## src/rtl/lmsm_sequencer.sv

```systemverilog
// LM/SM decode-stage sequencer: expands one load/store-multiple word into single-register transfers.
// Optional macro LMSM_PERF_CNT_EN adds the Seq_Xfer_Cnt issued-transfer counter port.
module lmsm_sequencer #(
  parameter logic [3:0] OPC_LM = 4'b0110,
  parameter logic [3:0] OPC_SM = 4'b0111
) (
  input  logic        clk,
  input  logic        rst,
  input  logic [15:0] I_PR2,
  input  logic        V_PR2,
  input  logic        Stall_In,
  input  logic        Flush,
  output logic        Seq_Busy,
  output logic        Seq_Valid,
  output logic        Seq_Load,
  output logic [2:0]  Seq_Reg,
  output logic [2:0]  Seq_Base,
  output logic [2:0]  Seq_Offset,
  output logic        Seq_Last
`ifdef LMSM_PERF_CNT_EN
  ,
  output logic [15:0] Seq_Xfer_Cnt
`endif
);

  typedef enum logic {
    S_IDLE = 1'b0,
    S_RUN  = 1'b1
  } state_t;

  state_t      state_q, state_d;
  logic [7:0]  mask_q, mask_d;
  logic [2:0]  off_q, off_d;
  logic [2:0]  base_q, base_d;
  logic        load_q, load_d;

  logic [3:0]  opc;
  logic        is_lmsm;
  logic        start;
  logic [7:0]  below_any;
  logic [7:0]  low_onehot;
  logic [2:0]  low_idx;
  logic        single_bit;
  logic        unused_bit;

  assign opc        = I_PR2[15:12];
  assign is_lmsm    = (opc == OPC_LM) || (opc == OPC_SM);
  assign start      = (state_q == S_IDLE) && V_PR2 && !Stall_In && !Flush && is_lmsm;
  assign unused_bit = I_PR2[8];

  // Ripple "any lower bit set" chain isolates the lowest set mask bit.
  assign below_any[0] = 1'b0;
  genvar gi;
  generate
    for (gi = 1; gi < 8; gi++) begin : g_below
      assign below_any[gi] = below_any[gi-1] | mask_q[gi-1];
    end
    for (gi = 0; gi < 8; gi++) begin : g_low
      assign low_onehot[gi] = mask_q[gi] & ~below_any[gi];
    end
  endgenerate

  always_comb begin
    low_idx = 3'd0;
    for (int k = 0; k < 8; k++) begin
      if (low_onehot[k]) low_idx = low_idx | 3'(k);
    end
  end

  assign single_bit = (mask_q != 8'd0) && ((mask_q & (mask_q - 8'd1)) == 8'd0);

  always_comb begin
    state_d    = state_q;
    mask_d     = mask_q;
    off_d      = off_q;
    base_d     = base_q;
    load_d     = load_q;
    Seq_Busy   = 1'b0;
    Seq_Valid  = 1'b0;
    Seq_Load   = 1'b0;
    Seq_Reg    = 3'd0;
    Seq_Base   = 3'd0;
    Seq_Offset = 3'd0;
    Seq_Last   = 1'b0;
    // Outputs are forced quiet while reset is asserted so nothing leaks downstream.
    if (!rst) begin
      if (Flush) begin
        state_d = S_IDLE;
        mask_d  = 8'd0;
      end
      case (state_q)
        S_IDLE: begin
          if (start && (I_PR2[7:0] != 8'd0)) begin
            Seq_Busy = 1'b1;
            mask_d   = I_PR2[7:0];
            base_d   = I_PR2[11:9];
            load_d   = (opc == OPC_LM);
            off_d    = 3'd0;
            state_d  = S_RUN;
          end
        end
        S_RUN: begin
          Seq_Load   = load_q;
          Seq_Base   = base_q;
          Seq_Reg    = low_idx;
          Seq_Offset = off_q;
          if (Flush) begin
            Seq_Busy = 1'b0;
          end else if (Stall_In) begin
            Seq_Busy = 1'b1;
          end else begin
            // Releasing PR2 on the final issue lets the next instruction start next cycle.
            Seq_Valid = 1'b1;
            Seq_Last  = single_bit;
            Seq_Busy  = !single_bit;
            mask_d    = mask_q & ~low_onehot;
            off_d     = off_q + 3'd1;
            if (single_bit) state_d = S_IDLE;
          end
        end
        default: state_d = S_IDLE;
      endcase
    end
  end

  always_ff @(posedge clk) begin
    if (rst) begin
      state_q <= S_IDLE;
      mask_q  <= 8'd0;
      off_q   <= 3'd0;
      base_q  <= 3'd0;
      load_q  <= 1'b0;
    end else begin
      state_q <= state_d;
      mask_q  <= mask_d;
      off_q   <= off_d;
      base_q  <= base_d;
      load_q  <= load_d;
    end
  end

`ifdef LMSM_PERF_CNT_EN
  logic [15:0] xfer_cnt_q, xfer_cnt_d;

  // Wraps naturally at 16 bits; Flush intentionally leaves the count alone.
  always_comb begin
    xfer_cnt_d = xfer_cnt_q + {15'd0, Seq_Valid};
  end

  always_ff @(posedge clk) begin
    if (rst) xfer_cnt_q <= 16'd0;
    else     xfer_cnt_q <= xfer_cnt_d;
  end

  assign Seq_Xfer_Cnt = xfer_cnt_q;
`endif

endmodule

```

## config.mk

```make
export PLATFORM = sky130hd
export DESIGN_NAME = lmsm_sequencer
export DESIGN_NICKNAME = d
export VERILOG_FILES = /design/src/rtl/lmsm_sequencer.sv
export SDC_FILE = /design/constraint.sdc
export NUM_CORES = 1
export LEC_CHECK = 0
export ABC_AREA = 1
export ABC_CLOCK_PERIOD_IN_PS = 2200
export CAP_MARGIN = 20
export CORE_MARGIN = 1.5
export CORE_UTILIZATION = 47
export DETAILED_ROUTE_END_ITERATION = 12
export PLACE_DENSITY = 0.85
export SLEW_MARGIN = 10
export SYNTH_ARGS = -nofsm -noshare
export SYNTH_HDL_FRONTEND = slang
export SYNTH_SLANG_ARGS = --single-unit
```

## constraint.sdc

```tcl
create_clock -name clk -period 2.2 [get_ports clk]
set_clock_uncertainty 0.05 [all_clocks]
set_input_delay 0.44 -clock clk [delete_from_list [all_inputs] [get_ports clk]]
set_output_delay 0.44 -clock clk [all_outputs]
set_load 0.005 [all_outputs]
```

==> summary.txt <==
Status: finished clean
Synthesized area: 978 µm²
Commonest non-fill, non-tap cell in the layout: nand2_1
CTS Hold Bufs: 0
MaxCap Viol Count: 0
I/O pin cnt: 34
Peak supply drop: 0.000329 V
Max Freq: 455 MHz
Static leakage: 0.691 nW
GP Congestion: 0.866
Residual DRC count: 0
Deepest clock path buffer count: 2
Worst skew pair latency: 290 ps
Layout area overhead: 55.9%
Setup crit start kind: flip-flop
DR iter-0 viols: 33
Total CTS buffers: 3
Post-layout nets: 233
Hold EP: base_q[0]$_SDFFE_PP0P_
Pint: 0.402 mW
Critical Path Sink Type: output pin
Cell family with most CP delay: simple AND/OR/NAND/NOR gates
Hold Startpoint: base_q[0]$_SDFFE_PP0P_
Number of global-route vias before repair: 1212
Syn Nets: 179
Syn avg cell area: 6.23 µm²
Synth unique cells: 26
Sequential share of power: 54.5%
First-pass GRT wire length: 5020 µm
Inst Count DP: 229
Setup slack, reg-to-reg: 660 ps
Comb pwr share: 16.3%
# rows: 16
Routed WL per cell: 13.0 µm
Die Area: 2360 µm²
CP max stage delay: 390 ps
Die Width: 48.6 µm
FF+latch count, synth: 16
Via count: 1261
Power share of the clock group: 29.1%
Critical Path RT: 1710 ps
Crit path time final: 2200 ps
Worst r2r path cells: 10
Clock transition at path regs: 90 ps
H-tree levels: 1
Largest net degree at the start of global routing: 15
Worst-path cell chain: inv_4 > nand2_4 > nor2_4 > nand4_1 > nand2_1 > buf_4 > nand4_1 > nand2_1 > nand2_1 > clkbuf_2
Total track usage: 26.6%
Grt ovf: 0
Slew @ Worst Pin: 254 ps
Critical path's most frequent cell: nand2_1
Clock sinks: 16
Final hold vios: 0
Core area: 1960 µm²
Worst rel slew slack: 83.1%
Synth area leaders: dfxtp_1, nor2_1, nand2_1
Share of layout cells above drive strength 1: 23.4%
Cell Area, Placed: 1430 µm²
Fin cells: 236
Final Power: 0.533 mW
Max Slew Vio Count: 0
Dominant cell type by area after synthesis: dfxtp_1
Crit share post-route: 100%
Reg2reg end: state_q$_SDFF_PP0_
ANT cells: 0
Pre-antenna DRT Iters: 4
Hold WS: 431 ps
Crit path buf inv count: 3
Synth top area share: 32.7%
CTS tree: built
Initial Util: 49.9%
Setup CP Type: reg -> out
Die Y: 48.6 µm
Via-to-Cell Ratio: 5.34
Register area share after synthesis: 32.7%
Crit Reg-Reg Startpoint: mask_q[1]$_SDFF_PP0_
Worst-path maximum fanout: 5
Critical path's slowest cell: dfxtp_4
Initial antenna violation count: 0
Sw Pwr: 0.131 mW
Final setup fails: 0
Buffers on Ports: 32
Syn Inst Count: 157
Switch share: 24.5%
Root buffer cell: clkbuf_4
ANT nets after route: 0
Detailed Route WL: 3060 µm
Most frequent cells in the layout: nand2_1, nor2_1, clkdlybuf4s50_1, buf_4, inv_1
P per Cell Area: 350 nW/µm²
RSZ-0062 raised after global routing: yes
Hold path depth: 2
Syn. warnings: 0
Crit path DAT: 1710 ps
Dpl hpwl: 2330 µm
Worst min-delay path class: reg -> reg
Cell area after layout: 1530 µm²
metrics by stage:
step	setup WS, ps	TNS (ps)	utilization (%)
2_1_floorplan	550	0	-
6_report	0.334	0	77.7
3_5_place_dp	-246	-1760	73.0
3_3_place_gp	-221	-1480	73.0
4_1_cts	-151	-151	75.8
5_1_grt	-54.7	-129	77.7
layer usage:
layer / routed length (µm) / GRT usage (%)
met2: 1510 / 47.9
met1: 1280 / 31.8
met5: 0 / 0
met4: 81 / 11.9
met3: 189 / 2.47
how the worst max path moves through the flow:
stage | startpoint | end | slack [ps] | cells after the start
after global routing | mask_q[2]$_SDFF_PP0_ | Seq_Busy | -50 | 9
after CTS | mask_q[0]$_SDFF_PP0_ | Seq_Busy | -150 | 10
after detailed placement | Stall_In | Seq_Last | -250 | 7
final | mask_q[1]$_SDFF_PP0_ | Seq_Busy | 0.3 | 10
after floorplan | rst | Seq_Reg[2] | 550 | 4
after global placement | Stall_In | Seq_Last | -220 | 7
area by class of cell:
class	count	area, µm²
Clock buffer	3	22.5
Inverter	24	96.3
Sequential cell	16	328
Multi-Input combinational cell	114	593
Fill cell	157	437
Timing Repair Buffer	52	452
Tap cell	27	33.8
cell usage after synthesis (all sizes together):
cell    count
nand3      13
a21oi      10
clkbuf      1
clkinv      1
inv        23
xnor2       1
o22ai       1
nor2       32
a311oi      1
a22oi       1
ha          1
o21ai      13
nand4       6
o221ai      1
a211oi      1
a31oi       1
dfxtp      16
buf         2
nor3        2
nand2      30
worst reg2reg max path: stages (launching register included):
cell	delay [ps]
dfxtp_4	390
inv_4	60
nand2_4	70
nor2_4	110
nand4_1	160
nand2_1	140
buf_4	110
nand4_1	100
nand2_1	120
buf_4	110
nand2_1	40
power by group through the flow:
stage / registers, mW / clock network (mW) / logic, mW
2_1_floorplan: 0.299 / 0 / 0.0264
3_3_place_gp: 0.299 / 0 / 0.0792
3_5_place_dp: 0.299 / 0 / 0.0813
4_1_cts: 0.293 / 0.158 / 0.0849
5_1_grt: 0.291 / 0.168 / 0.0940
6_report: 0.291 / 0.155 / 0.0870
state kept, by name (all words and copies together), names as in the netlist:
signal   cells
state_q      1
load_q       1
base_q       3
off_q        3
mask_q       8
kinds of logic after synthesis:
| family | after synthesis | share of synthesized area, % |
|---|---|---|
| adder cells (fa/ha/maj) | 1 | 1.28 |
| XOR/XNOR | 1 | 0.895 |
| AO/OA/AOI/OAI | 29 | 16.9 |
| flip-flops | 16 | 32.7 |
| AND/OR/NAND/NOR | 83 | 36.8 |
| buffers and inverters | 27 | 11.4 |
repair_timing:
item | 4_1_cts | 5_1_grt
pin swaps | 9 | 7
hold endpoints to repair | 0 | 0
setup endpoints to repair | 11 | 4
resized for setup | 23 | 15
buffers inserted | 2 | 2
(Power assumes the default switching activity.)
